[src/rtl/prog_loader_if.sv]
// Byte-stream download and instruction-memory write bus for prog_loader.
// The loader side is the master: it consumes the byte stream and drives the memory write port.
interface prog_loader_if #(
    parameter int IM_SIZE = 8,
    parameter int INSTR_W = 16
);
    logic               byte_valid;
    logic [7:0]         byte_data;
    logic               byte_ready;
    logic               imem_we;
    logic [IM_SIZE-1:0] imem_addr;
    logic [INSTR_W-1:0] imem_din;

    modport master (
        input  byte_valid,
        input  byte_data,
        output byte_ready,
        output imem_we,
        output imem_addr,
        output imem_din
    );

    modport slave (
        output byte_valid,
        output byte_data,
        input  byte_ready,
        input  imem_we,
        input  imem_addr,
        input  imem_din
    );
endinterface

[src/rtl/prog_loader.sv]
// Program loader: receives a length byte followed by big-endian instruction words,
// writes them to instruction memory, and holds the CPU in reset until the image is complete.
module prog_loader #(
    parameter int IM_SIZE = 8,
    parameter int INSTR_W = 16
) (
    input  logic              clk,
    input  logic              rst_n,
    input  logic              i_load_start,
    input  logic              i_abort,
    prog_loader_if.master     bus,
    output logic              o_cpu_rst,
    output logic              o_busy,
    output logic              o_done
);

    typedef enum logic [2:0] {
        IDLE,
        LEN,
        HI,
        LO,
        WR,
        RUN
    } state_t;

    localparam logic [IM_SIZE:0]   CNT_ONE  = (IM_SIZE+1)'(1);
    localparam logic [IM_SIZE-1:0] ADDR_ONE = IM_SIZE'(1);

    state_t             r_state;
    logic [IM_SIZE:0]   r_count;
    logic [IM_SIZE-1:0] r_addr;
    logic [INSTR_W-1:0] r_din;
    logic               r_done;

    logic               w_ready;
    logic               w_xfer;
    logic               w_last;
    logic [IM_SIZE:0]   w_lenCount;

    assign w_ready = (r_state == LEN) || (r_state == HI) || (r_state == LO);
    assign w_xfer  = w_ready && bus.byte_valid && !i_abort;
    assign w_last  = ({1'b0, r_addr} == (r_count - CNT_ONE));

    // A length byte of zero stands for a full memory image of 2^IM_SIZE words.
    always_comb begin
        w_lenCount = '0;
        if (bus.byte_data == 8'h00) begin
            w_lenCount[IM_SIZE] = 1'b1;
        end else begin
            w_lenCount = (IM_SIZE+1)'(bus.byte_data);
        end
    end

    always_ff @(posedge clk or negedge rst_n) begin
        if (!rst_n) begin
            r_state <= IDLE;
            r_count <= '0;
            r_addr  <= '0;
            r_din   <= '0;
            r_done  <= 1'b0;
        end else begin
            r_done <= 1'b0;
            case (r_state)
                IDLE: begin
                    if (i_load_start) r_state <= LEN;
                end
                LEN: begin
                    if (i_abort) begin
                        r_state <= IDLE;
                    end else if (w_xfer) begin
                        r_count <= w_lenCount;
                        r_addr  <= '0;
                        r_state <= HI;
                    end
                end
                HI: begin
                    if (i_abort) begin
                        r_state <= IDLE;
                    end else if (w_xfer) begin
                        r_din[INSTR_W-1:INSTR_W-8] <= bus.byte_data;
                        r_state <= LO;
                    end
                end
                LO: begin
                    if (i_abort) begin
                        r_state <= IDLE;
                    end else if (w_xfer) begin
                        r_din[7:0] <= bus.byte_data;
                        r_state    <= WR;
                    end
                end
                WR: begin
                    if (i_abort) begin
                        r_state <= IDLE;
                    end else if (w_last) begin
                        r_state <= RUN;
                        r_done  <= 1'b1;
                    end else begin
                        r_addr  <= r_addr + ADDR_ONE;
                        r_state <= HI;
                    end
                end
                RUN: begin
                    if (i_load_start) r_state <= LEN;
                end
                default: r_state <= IDLE;
            endcase
        end
    end

    // The write strobe is gated by abort so a cancelled word never reaches memory.
    assign bus.byte_ready = w_ready;
    assign bus.imem_we    = (r_state == WR) && !i_abort;
    assign bus.imem_addr  = r_addr;
    assign bus.imem_din   = r_din;
    assign o_cpu_rst      = (r_state != RUN);
    assign o_busy         = (r_state == LEN) || (r_state == HI) || (r_state == LO) || (r_state == WR);
    assign o_done         = r_done;

endmodule

[src/flat_wrapper.sv]
// flat-port wrapper written by rule: the top's interface ports become plain ports
module prog_loader_flat 
#(
    parameter int IM_SIZE = 8,
    parameter int INSTR_W = 16
)
  (clk, rst_n, i_load_start, i_abort, o_cpu_rst, o_busy, o_done, bus_byte_valid, bus_byte_data, bus_byte_ready, bus_imem_we, bus_imem_addr, bus_imem_din);
  prog_loader_if #(.IM_SIZE(IM_SIZE), .INSTR_W(INSTR_W)) bus_i ();
  input  logic clk;
  input  logic rst_n;
  input  logic i_load_start;
  input  logic i_abort;
  output logic o_cpu_rst;
  output logic o_busy;
  output logic o_done;
  input wire logic [$bits(bus_i.byte_valid)-1:0] bus_byte_valid;
  input wire logic [$bits(bus_i.byte_data)-1:0] bus_byte_data;
  output wire logic [$bits(bus_i.byte_ready)-1:0] bus_byte_ready;
  output wire logic [$bits(bus_i.imem_we)-1:0] bus_imem_we;
  output wire logic [$bits(bus_i.imem_addr)-1:0] bus_imem_addr;
  output wire logic [$bits(bus_i.imem_din)-1:0] bus_imem_din;
  assign bus_i.byte_valid = bus_byte_valid;
  assign bus_i.byte_data = bus_byte_data;
  assign bus_byte_ready = bus_i.byte_ready;
  assign bus_imem_we = bus_i.imem_we;
  assign bus_imem_addr = bus_i.imem_addr;
  assign bus_imem_din = bus_i.imem_din;
  prog_loader #(.IM_SIZE(IM_SIZE), .INSTR_W(INSTR_W)) u_core (.clk(clk), .rst_n(rst_n), .i_load_start(i_load_start), .i_abort(i_abort), .bus(bus_i), .o_cpu_rst(o_cpu_rst), .o_busy(o_busy), .o_done(o_done));
endmodule
[config.mk]
export PLATFORM = sky130hd
export DESIGN_NAME = prog_loader_flat
export DESIGN_NICKNAME = d
export VERILOG_FILES = /design/src/rtl/prog_loader_if.sv /design/src/rtl/prog_loader.sv /design/src/flat_wrapper.sv
export SDC_FILE = /design/constraint.sdc
export NUM_CORES = 1
export LEC_CHECK = 0
export BUFFER_PORTS_ARGS = -buffer_cell sky130_fd_sc_hd__buf_2
export CORE_UTILIZATION = 55
export CTS_CLUSTER_DIAMETER = 30
export CTS_CLUSTER_SIZE = 10
export DETAILED_ROUTE_END_ITERATION = 6
export PLACE_DENSITY = 0.8
export SYNTH_ARGS = -nofsm -noshare
export SYNTH_HDL_FRONTEND = slang
export SYNTH_SLANG_ARGS = --single-unit
[constraint.sdc]
create_clock -name clk -period 7.5 [get_ports clk]
set_input_delay 1.125 -clock clk [delete_from_list [all_inputs] [get_ports clk]]
set_output_delay 1.125 -clock clk [all_outputs]
set_load 0.02 [all_outputs]
; ---- Yosys cells after proc, flatten, opt, wreduce, memory -nomap -nowiden
; Cells that the tools add are included.
[totals]
mem_count = 0
latch_bits = 0
out_inout_bits = 29
mem_bits_ro = 0
mem_bits_rw = 0
ff_bits = 37
[classes]
add_sub_neg = 2
eq_ne = 15
shifts = 0
bitwise_logic = 1
mul = 0
order_cmp = 0
muxes = 20
n_reduce_logical = 16
div_mod_pow = 0
[ops]
columns = cell, count
row1 = 8-bit two-way mux, 5
row2 = 3-bit two-way mux, 9
row3 = 8-bit case mux with 2 select lines, 1
row4 = 3-bit case mux with 5 select lines, 1
row5 = 8-bit by 9-bit equality test with 1-bit output, 1
row6 = 3-bit by 2-bit inequality test with 1-bit output (second input constant), 3
row7 = 3-bit AND reduction, 3
row8 = 9-bit by 1-bit subtractor with 9-bit output (second input constant), 1
row9 = 8-bit by 1-bit adder with 8-bit output (second input constant), 1
row10 = 8-bit zero test, 1
row11 = 3-bit by 2-bit equality test with 1-bit output (second input constant), 2
row12 = 3-bit equality test (second input constant), 2
row13 = 2-bit inequality test (second input constant), 3
row14 = 5-bit AND reduction, 1
row15 = 1-bit two-way mux, 4
row16 = 2-bit by 1-bit inequality test with 1-bit output (second input constant), 2
row17 = 4-bit AND reduction, 1
row18 = 3-bit by 1-bit equality test with 1-bit output (second input constant), 1
row19 = 1-bit logical AND, 3
row20 = 3-bit zero test, 1
row21 = 1-bit logical OR, 3
row22 = 3-bit inequality test (second input constant), 1
row23 = 2-bit nonzero test, 1
row24 = 2-bit OR reduction, 1
row25 = other kinds (2), 2

; ---- Longest topological paths before layout
; Gate-level depths: netlist of the first run.
[depth]
depth_word = 8
mapped_depth = 9

; ---- Worst setup path before layout of the first run
; Ideal clock, no wire load.
[synth_path]
kind = input port to output port
startpoint = input port i_abort
endpoint = output port bus_imem_we
setup_slack_ns = 4.957
path_buffers = 0
arrival_time_ns = 1.418
path_stages = 1
cell_sequence = nor2_1
[synth_between]
elab_chain_cells = 2
[synth_lines]
columns = item, line_no
row1 = from (decl), flat_wrapper.sv:12  ; input logic i_abort;
row2 = 1-bit zero test, prog_loader.sv:113  ; assign bus.imem_we = (r_state == WR) && !i_abort;
row3 = 1-bit logical AND, prog_loader.sv:113
row4 = to (decl), flat_wrapper.sv:19  ; output wire logic [$bits(bus_i.imem_we)-1:0] bus_imem_we;
; Every way passes these cells.

; ---- Worst setup path in the final report of the first run
[layout_path]
startpoint = register u_core.r_state[2]
endpoint = register u_core.r_addr[0] (netlist: u_core.bus.imem_addr[0])
[layout_between]
elab_chain_cells = 7
word_cells_on_any_way = 15
cone_classes = 8 x eq/ne / 1 x mux / 6 x reduce/logical
[layout_lines]
columns = item, line_no
row1 = from (decl), prog_loader.sv:29  ; state_t r_state;
row2 = from (signal assigned), prog_loader.sv:56  ; r_state <= IDLE;
row3 = from (signal assigned), prog_loader.sv:65  ; if (i_load_start) r_state <= LEN;
row4 = from (signal assigned), prog_loader.sv:69  ; r_state <= IDLE;
row5 = 3-bit by 1-bit equality test with 1-bit output or 3-bit by 2-bit equality test with 1-bit output (tied branches), "prog_loader.sv:40, prog_loader.sv:63"
row6 = 1-bit logical OR (2 in series), prog_loader.sv:40  ; assign w_ready = (r_state == LEN) || (r_state == HI) || (r_state == LO);
row7 = 1-bit logical AND (2 in series), prog_loader.sv:41  ; assign w_xfer = w_ready && bus.byte_valid && !i_abort;
row8 = 2-bit by 1-bit inequality test with 1-bit output (no line), n/a
row9 = 5-bit AND reduction (no line), n/a
row10 = to (signal assigned), prog_loader.sv:99  ; r_addr <= r_addr + ADDR_ONE;
row11 = to (decl), prog_loader.sv:31  ; logic [IM_SIZE-1:0] r_addr;
; Several ways; a longest one is shown, not always the timed one.
; A chain may end at the register's enable or synchronous reset.

==> results of run 1 <==
==> final timing paths <==
check                                                           end  slack (ns)  depth (start not counted)
worst max-delay path            u_core.bus.imem_addr[0]$_DFFE_PN0P_        4.63                          6
worst min-delay path            u_core.bus.imem_din[14]$_DFFE_PN0P_        0.52                          1
worst max register to register  u_core.bus.imem_addr[0]$_DFFE_PN0P_        4.63                          6
worst min register to register  u_core.bus.imem_din[14]$_DFFE_PN0P_        0.52                          1
max in group asynchronous             u_core.r_state[2]$_DFFE_PN0P_        6.15                          1
min in group asynchronous       u_core.bus.imem_addr[5]$_DFFE_PN0P_        0.85                          1
==> state kept, by name (all words and copies together), names as in the netlist <==
register,cells
u_core.bus.imem_addr,8
u_core.bus.imem_din,16
u_core.o_done,1
u_core.r_count,9
u_core.r_state,3
==> per-stage QoR <==
stage | cell area (um^2) | cells
final | 2300 | 266
after global placement | 2210 | 258
after detailed placement | 2210 | 258
after CTS | 2300 | 266
after global routing | 2300 | 266
after floorplan | 1990 | 177
==> cell usage after synthesis, types with 3 or more instances <==
library cell	instances
o211ai_1	3
nand2_1	15
dfrtp_1	37
nor3_1	3
nor4_1	6
o21ai_0	3
inv_1	6
mux2i_1	4
a21oi_1	4
o31ai_1	3
nand2b_1	6
nor2_1	9
xor2_1	4
xnor2_1	7
mux2_2	24
nor2b_1	3
nand3_1	3
==> routing by layer <==
metal	vias up	global-route usage (%)	share of wire (%)
met2	37	42.3	50
met4	0	6.40	1.1
li1	723	-	-
met1	773	30.9	45
met5	-	0	0
met3	6	6.25	4.2
==> worst max-delay path: stages, from the launching register on <==
cell	delay (ns)
dfrtp_1	0.52
or3b_4	0.46
a2111oi_4	0.31
nand4b_2	0.19
a2111oi_4	0.72
or2b_4	0.24
mux2_1	0.32
==> placed cells by master (no fill, tap or decap), drive strengths merged, types with 2 or more instances in the layout <==
cell type  count
a2111oi        2
a21boi         2
a21oi          4
buf           41
clkbuf         5
dfrtp         37
ha             2
inv            6
mux2          25
mux2i          4
nand2         15
nand2b         6
nand3          3
nand4b         2
nor2           9
nor2b          3
nor3           3
nor4           7
o211ai         3
o21ai          5
o31ai          3
or4            2
xnor2          7
xor2           4
==> report_power, final <==
group	leakage, nW	switching (mW)	total, mW	internal [mW]
registers	0.479	0.0682	0.334	0.266
logic	0.524	0.182	0.330	0.148
clock network	0.0414	0.0731	0.144	0.0706
total	1.05	0.323	0.808	0.484
==> cell type report <==
type	count	share of cell area (%)
clock buffer	5	1.63
inverter	6	0.980
tap	46	2.50
clock inverter	3	2.01
multi-input combinational	128	43.7
timing repair buffer	41	8.93
sequential	37	40.3
==> logic make-up after synthesis <==
kind of cell,Yosys count
AO/OA/AOI/OAI,26
XOR/XNOR,11
adder cells (fa/ha/maj),2
buffers and inverters,12
flip-flops,37
multiplexers,29
AND/OR/NAND/NOR,60
==> results.ini, run 1 <==
[detailed_routing]
wire_per_inst_um = 16.0
drtAntennaViolNets = 0
drc = 0
drt-initial-drc-count = 70
vias = 1539
wirelength_um = 4250
dr.pass1.iters = 4
via_per_inst = 5.79

[global_route]
grt_start_max_net_pins = 38
grt_antenna_before_repair = 0
track_usage_pct = 24.6
grt_pass1_wl_um = 7330
overflow = 0
grt_pass1_vias = 1528

[outcome]
status = finished clean

[cts]
clock_latency_ns = 0.35
cts.htree.levels = 2
postCtsSetupBuffers = 0
path_clk_slew_ns = 0.12
cts_made_buffers = 5
cts_resized = 0
cts.sinks = 37
clockRootBuffer = clkbuf_4
cts_hold_buf = 0
clock_path_buffers = 2
cts_tree = done

[worst_setup_path]
r2r-start = u_core.r_state[2]$_DFFE_PN0P_
arrival_ns = 3.11
crit_required_ns = 7.74
cp-end-kind = flip-flop
criticalPathCategory = flip-flop to flip-flop
start_kind = flip-flop
crit_start = u_core.r_state[2]$_DFFE_PN0P_
path_max_fanout = 12

[timing]
rsz0062_at_grt = false
setup_ws_ns = 4.63
skew_ns = 0.00796
period_minus_slack_ns = 2.87
hold_viol = 0
tightest_slew_ns = 0.798
finalSetupTns_ns = 0
final_max_slew_viol_count = 0
clock.fmax_mhz = 348
finalCritPeriodShare_pct = 38.3
hold_ws_ns = 0.519
maxSlewHeadroom_pct = 46.8
finalSetupViolCount = 0

[synthesis]
postSynth.asyncResetShare_pct = 100
synthFlopType = dfrtp_1
yosys_warnings = 0
synth_top_family_by_area = simple AND/OR/NAND/NOR gates
synth_compound_area_share_pct = 10.9
synth_area_per_cell_um2 = 11.3
synth_top_area_share_pct = 46.4
ys_seq_elements = 37
synth_area_um2 = 1990
synthMuxAreaShare_pct = 16.1
synth_nets = 192
synthSimpleGateAreaFrac_pct = 17.2
synth-xor-area-share_pct = 4.83
seq_area_frac_synth_pct = 46.4
synthAdderAreaFrac_pct = 1.25
synth_area_leaders = dfrtp_1 46%, mux2_2 14%, xnor2_1 3.1%
syn-instance-count = 177
ys_types = 47
yosys.area.top_type = dfrtp_1
synth_edf_count = 0

[cells_and_area]
seqCellArea_um2 = 926
multi_input_area_um2 = 1000
fillCellCount = 284
layout-drive-gt1-share_pct = 36.4
layout.nets = 234
area_growth_pct = 15.2
final_core_util_pct = 67.3
antenna_cells = 0

[min_path]
min_path_type = flip-flop to flip-flop
hold_path_startpoint = u_core.bus.imem_din[14]$_DFFE_PN0P_

[floorplanning]
coreArea_um2 = 3420
dieWidth_um = 62.2
ios = 42
die_area_um2 = 3870
die_h_um = 62.2
start_util_pct = 58.4
fp-row-count = 21

[power_and_ir_drop]
vdd_drop_max_v = 0.000228
fin_total_pwr_uw = 808
power_leakage_nw = 1.05
power.density_nw_per_um2 = 351

[place]
dp_slack_ns = 4.65
globalplace.congestion = 0.838
port_buffers = 41
hpwl_um = 3130

[job]
cap_violations = 0

(Power assumes the default switching activity.)
==> inputs of run 2 (changes only) <==
Settings changed: CORE_UTILIZATION 55 to 54, PLACE_DENSITY 0.8 to 0.79.
Clock period 7.5 ns to 3 ns, I/O delays scaled along.
==> results.ini, run 2 (synthesis results as in run 1) <==
[outcome]
status = finished clean

[timing]
rsz0062_at_grt = false
final_max_slew_viol_count = 0  ; unchanged
maxSlewHeadroom_pct = 45.9  ; -0.89 points
finalSetupViolCount = 0  ; unchanged
finalSetupTns_ns = 0  ; unchanged
skew_ns = 0.00808  ; +0.000115 ns
finalCritPeriodShare_pct = 83.2  ; +45 points
period_minus_slack_ns = 2.50  ; -0.376 ns
tightest_slew_ns = 0.811  ; +0.0134 ns
clock.fmax_mhz = 401  ; +15%
hold_viol = 0  ; unchanged

[detailed_routing]
wire_per_inst_um = 16.3  ; +2.0%
wirelength_um = 4350  ; +2.4%
via_per_inst = 5.85  ; +1.0%
drt-initial-drc-count = 126  ; +80%
drtAntennaViolNets = 0  ; unchanged
vias = 1561  ; +1.4%
dr.pass1.iters = 4  ; unchanged
drc = 0  ; unchanged

[cts]
cts_tree = done
cts_resized = 0  ; unchanged
path_clk_slew_ns = 0.08  ; -0.04 ns
cts.sinks = 37  ; unchanged
cts_made_buffers = 5  ; unchanged
clockRootBuffer = clkbuf_8
cts_hold_buf = 0  ; unchanged
clock_path_buffers = 2  ; unchanged
postCtsSetupBuffers = 0  ; unchanged
clock_latency_ns = 0.30  ; -0.05 ns
cts.htree.levels = 2  ; unchanged

[cells_and_area]
antenna_cells = 0  ; unchanged
largest_reg_flops = 16  ; unchanged
layout.nets = 235  ; +0.43%
final_common_cell = buf_2
layout-drive-gt1-share_pct = 36.7  ; +0.29 points
area_growth_pct = 17.2
fillCellCount = 269  ; -5.3%
final_cell_mix = 41 x buf_2, 37 x dfrtp_1, 24 x mux2_2, 15 x nand2_1, 9 x nor2_1

[global_route]
grt_pass1_wl_um = 7270  ; -0.94%
grt_antenna_before_repair = 0  ; unchanged
grt_start_max_net_pins = 38  ; unchanged
grt_pass1_vias = 1545  ; +1.1%
overflow = 0  ; unchanged
track_usage_pct = 24.0  ; -0.63 points

[min_path]
min_path_type = primary input to async pin

[floorplanning]
ios = 42  ; unchanged
fp-row-count = 21  ; unchanged
start_util_pct = 57.9  ; -0.45 points
die_h_um = 62.8  ; +0.89%
dieWidth_um = 62.8  ; +0.89%
die_area_um2 = 3940  ; +1.8%
coreArea_um2 = 3440  ; +0.77%

[power_and_ir_drop]
clkPwrFrac_pct = 20.8  ; +3.0 points
internal_power_mw = 1.29  ; +170%
power_switching_share_pct = 38.8  ; -1.3 points
fin_total_pwr_mw = 2.10  ; +160%
power_frac_comb_pct = 39.5  ; -1.3 points
vdd_drop_max_v = 0.000498  ; +120%
power_leakage_nw = 1.06  ; +1.8%
power_switching_uw = 815  ; +150%
power.density_nw_per_um2 = 899  ; +160%
seq_power_share_pct = 39.7  ; -1.7 points

[worst_setup_path]
worstPathCellList = inv_1, ha_1, and2_1, a211oi_1, o31a_1, a2111oi_4, buf_4, or4_1, a21boi_1
criticalPathCategory = flip-flop to flip-flop
crit_required_ns = 3.22  ; -4.52 ns
slowest_stage = or4_1
arrival_ns = 2.72  ; -0.39 ns
path_max_fanout = 11  ; -1
start_kind = flip-flop
cp_slowest_stage_delay_ns = 0.52  ; -0.20 ns
cp.buffers_inverters = 2  ; +2
crit_family = simple AND/OR/NAND/NOR gates
cp-end-kind = flip-flop

[place]
port_buffers = 41  ; unchanged
globalplace.congestion = 0.820  ; -2.1%
hpwl_um = 3170  ; +1.2%

[job]
cap_violations = 0  ; unchanged

==> run 2: layer usage <==
layer | routed length [um] | up-vias | GRT usage [%] | share of wire, %
li1 | - | 729 | - | -
met1 | 1950 | 778 | 29.1 | 45
met2 | 2130 | 44 | 40.4 | 49
met3 | 175 | 10 | 5.47 | 4.0
met4 | 96 | 0 | 11.0 | 2.2
met5 | 0 | - | 0 | 0
==> run 2: area by class of cell <==
cell class / count / area (um^2) / area share, %
multi-input combinational: 128 / 1000 / 42.9
sequential: 37 / 926 / 39.6
clock inverter: 3 / 46.3 / 1.98
timing repair buffer: 42 / 213 / 9.10
clock buffer: 5 / 68.8 / 2.94
tap: 46 / 57.6 / 2.46
inverter: 6 / 22.5 / 0.964
==> run 2: through the flow <==
step	instance area (um^2)	setup slack (ns)	hold slack (ns)	util, %	instances
5_1_grt	2340	0.344	0.297	67.9	267
2_1_floorplan	1990	0.560	0.154	-	177
6_report	2340	0.505	0.241	67.9	267
3_3_place_gp	2220	0.595	0.484	64.6	259
4_1_cts	2340	0.526	0.269	67.9	267
3_5_place_dp	2220	0.538	0.487	64.6	259
==> run 2: path summary, 6_finish.rpt <==
| check | startpoint | endpoint | slack [ns] | cells past startpoint |
|---|---|---|---|---|
| max in group asynchronous | rst_n | u_core.r_state[0]$_DFFE_PN0P_ | 2.25 | 1 |
| max reg2reg | u_core.r_count[0]$_DFFE_PN0P_ | u_core.bus.imem_addr[3]$_DFFE_PN0P_ | 0.50 | 9 |
| min reg2reg | u_core.bus.imem_din[7]$_DFFE_PN0P_ | u_core.bus.imem_din[7]$_DFFE_PN0P_ | 0.50 | 1 |
| max | u_core.r_count[0]$_DFFE_PN0P_ | u_core.bus.imem_addr[3]$_DFFE_PN0P_ | 0.50 | 9 |
| min in group clk | i_load_start | u_core.r_state[2]$_DFFE_PN0P_ | 0.39 | 2 |
| min | rst_n | u_core.bus.imem_addr[3]$_DFFE_PN0P_ | 0.24 | 1 |
==> run 2: worst register-to-register path, cell delays in order (launching register included) <==
cell,delay [ns]
dfrtp_1,0.44
inv_1,0.08
ha_1,0.28
and2_1,0.22
a211oi_1,0.25
o31a_1,0.24
a2111oi_4,0.05
buf_4,0.19
or4_1,0.52
a21boi_1,0.15
==> run 2: power groups by stage <==
| stage | registers [mW] | clock network [mW] | logic, mW |
|---|---|---|---|
| 3_3_place_gp | 0.824 | 0 | 0.803 |
| 5_1_grt | 0.857 | 0.465 | 0.900 |
| 6_report | 0.833 | 0.438 | 0.830 |
| 4_1_cts | 0.829 | 0.447 | 0.835 |
| 2_1_floorplan | 0.923 | 0 | 0.505 |
| 3_5_place_dp | 0.837 | 0 | 0.830 |
==> inputs of run 3 (changes only) <==
Clock period 3 ns to 2.5 ns, I/O delays scaled along.
==> results.ini, run 3 (synthesis results as in run 1) <==
[detailed_routing]
wire_per_inst_um = 15.4  ; -5.6%
vias = 1571  ; +0.64%
drtAntennaViolNets = 0  ; unchanged
drt-initial-drc-count = 70  ; -44%
wirelength_um = 4210  ; -3.2%
via_per_inst = 5.73  ; -1.9%
dr.pass1.iters = 4  ; unchanged
drc = 0  ; unchanged

[worst_setup_path]
cp-end-kind = flip-flop
arrival_ns = 2.54  ; -0.18 ns
start_kind = flip-flop
rr_endpoint = u_core.bus.imem_addr[0]$_DFFE_PN0P_
criticalPathCategory = flip-flop to flip-flop
crit_required_ns = 2.67  ; -0.55 ns
reg2reg_depth = 6  ; -3
r2r-start = u_core.r_count[2]$_DFFE_PN0P_
path_max_fanout = 7  ; -4
reg2reg_slack_ns = 0.14  ; -0.37 ns

[cells_and_area]
layout-drive-gt1-share_pct = 39.0  ; +2.4 points
largest_reg_flops = 16  ; unchanged
final_common_cell = buf_2
final_cell_mix = 41 x buf_2, 37 x dfrtp_1, 24 x mux2_2, 15 x nand2_1, 9 x nor2_1
area_growth_pct = 21.6
antenna_cells = 0  ; unchanged
layout.nets = 242  ; +3.0%

[power_and_ir_drop]
power.density_nw_per_um2 = 1110  ; +23%
power_leakage_nw = 1.12  ; +5.0%
vdd_drop_max_v = 0.000654  ; +31%
fin_total_pwr_mw = 2.68  ; +28%

[floorplanning]
start_util_pct = 57.9  ; unchanged
ios = 42  ; unchanged
die_h_um = 62.8  ; unchanged
die_area_um2 = 3940  ; unchanged
coreArea_um2 = 3440  ; unchanged
fp-row-count = 21  ; unchanged
dieWidth_um = 62.8  ; unchanged

[job]
cap_violations = 0  ; unchanged

[timing]
final_max_slew_viol_count = 0  ; unchanged
rsz0062_at_grt = false
finalCritPeriodShare_pct = 94.6  ; +11 points
hold_viol = 0  ; unchanged
skew_ns = 0.00678  ; -0.00129 ns
finalSetupTns_ns = 0  ; unchanged
finalSetupViolCount = 0  ; unchanged
maxSlewHeadroom_pct = 45.8  ; -0.13 points
period_minus_slack_ns = 2.36  ; -0.131 ns
clock.fmax_mhz = 423  ; +5.5%
setup_ws_ns = 0.135  ; -0.369 ns
tightest_slew_ns = 0.813  ; +0.00202 ns

[cts]
clockRootBuffer = clkbuf_8
cts.htree.levels = 2  ; unchanged
clock_latency_ns = 0.29  ; about the same
cts.sinks = 37  ; unchanged
cts_tree = done
path_clk_slew_ns = 0.08  ; about the same
clock_path_buffers = 2  ; unchanged
cts_made_buffers = 5  ; unchanged
cts_hold_buf = 0  ; unchanged

[global_route]
grt_start_max_net_pins = 38  ; unchanged
track_usage_pct = 23.8  ; -0.19 points
overflow = 0  ; unchanged
grt_antenna_before_repair = 0  ; unchanged
grt_pass1_wl_um = 7180  ; -1.2%
grt_pass1_vias = 1483  ; -4.0%

[outcome]
status = finished clean

[place]
dp_slack_ns = 0.0580  ; -0.480 ns
hpwl_um = 3130  ; -1.3%
globalplace.congestion = 0.792  ; -3.4%
port_buffers = 41  ; unchanged

[min_path]
min_path_type = primary input to async pin

-- run 3: final cells by class --
type,instances,area (um^2)
clock buffers,5,68.8
clock inverters,3,68.8
fillers,252,1020
inverters,6,22.5
multi-input cells,128,1020
flip-flops and latches,37,926
well taps,46,57.6
repair buffers,49,265
-- run 3: power breakdown --
group / leakage, nW / switching, mW / internal [mW]
clock network: 0.0687 / 0.220 / 0.402
registers: 0.479 / 0.183 / 0.800
logic: 0.569 / 0.592 / 0.488
-- run 3: routing by layer --
layer / wire, um / up-vias / track usage, %
li1: - / 746 / -
met1: 1840 / 785 / 30.2
met2: 2180 / 35 / 39.8
met3: 146 / 5 / 4.38
met4: 49 / 0 / 9.88
met5: 0 / - / 0
-- run 3: worst max path at each step --
stage,startpoint,to,slack (ns),cells after the start
floorplan,u_core.r_state[1]$_DFFE_PN0P_,u_core.bus.imem_addr[0]$_DFFE_PN0P_,0.06,8
global placement,u_core.r_count[2]$_DFFE_PN0P_,u_core.bus.imem_addr[0]$_DFFE_PN0P_,0.17,6
detailed placement,u_core.r_count[2]$_DFFE_PN0P_,u_core.bus.imem_addr[0]$_DFFE_PN0P_,0.06,6
CTS,u_core.r_count[2]$_DFFE_PN0P_,u_core.bus.imem_addr[0]$_DFFE_PN0P_,0.03,6
global route,u_core.r_count[2]$_DFFE_PN0P_,u_core.bus.imem_addr[0]$_DFFE_PN0P_,0.009,6
finish,u_core.r_count[2]$_DFFE_PN0P_,u_core.bus.imem_addr[0]$_DFFE_PN0P_,0.14,6
-- run 3: metrics by stage --
| step | util (%) | hold WS (ns) | area, um^2 | std cells |
|---|---|---|---|---|
| finish | 70.5 | 0.178 | 2430 | 274 |
| global placement | 65.9 | 0.484 | 2270 | 265 |
| global route | 70.5 | 0.239 | 2430 | 274 |
| detailed placement | 65.9 | 0.490 | 2270 | 265 |
| CTS | 69.9 | 0.207 | 2400 | 273 |
| floorplan | - | 0.0794 | 1990 | 177 |
-- run 3: repair_timing --
item	4_1_cts	5_1_grt
resized for setup	0	2
hold endpoints to repair	0	0
setup endpoints to repair	0	11
setup buffers	0	1
-- run 3: worst max-delay path: stages (launching register included) --
cell       delay [ns]
dfrtp_1          0.47
nor4_4           0.42
a31oi_1          0.15
a311o_1          0.39
a2111oi_4        0.30
or2b_4           0.19
mux2_1           0.32
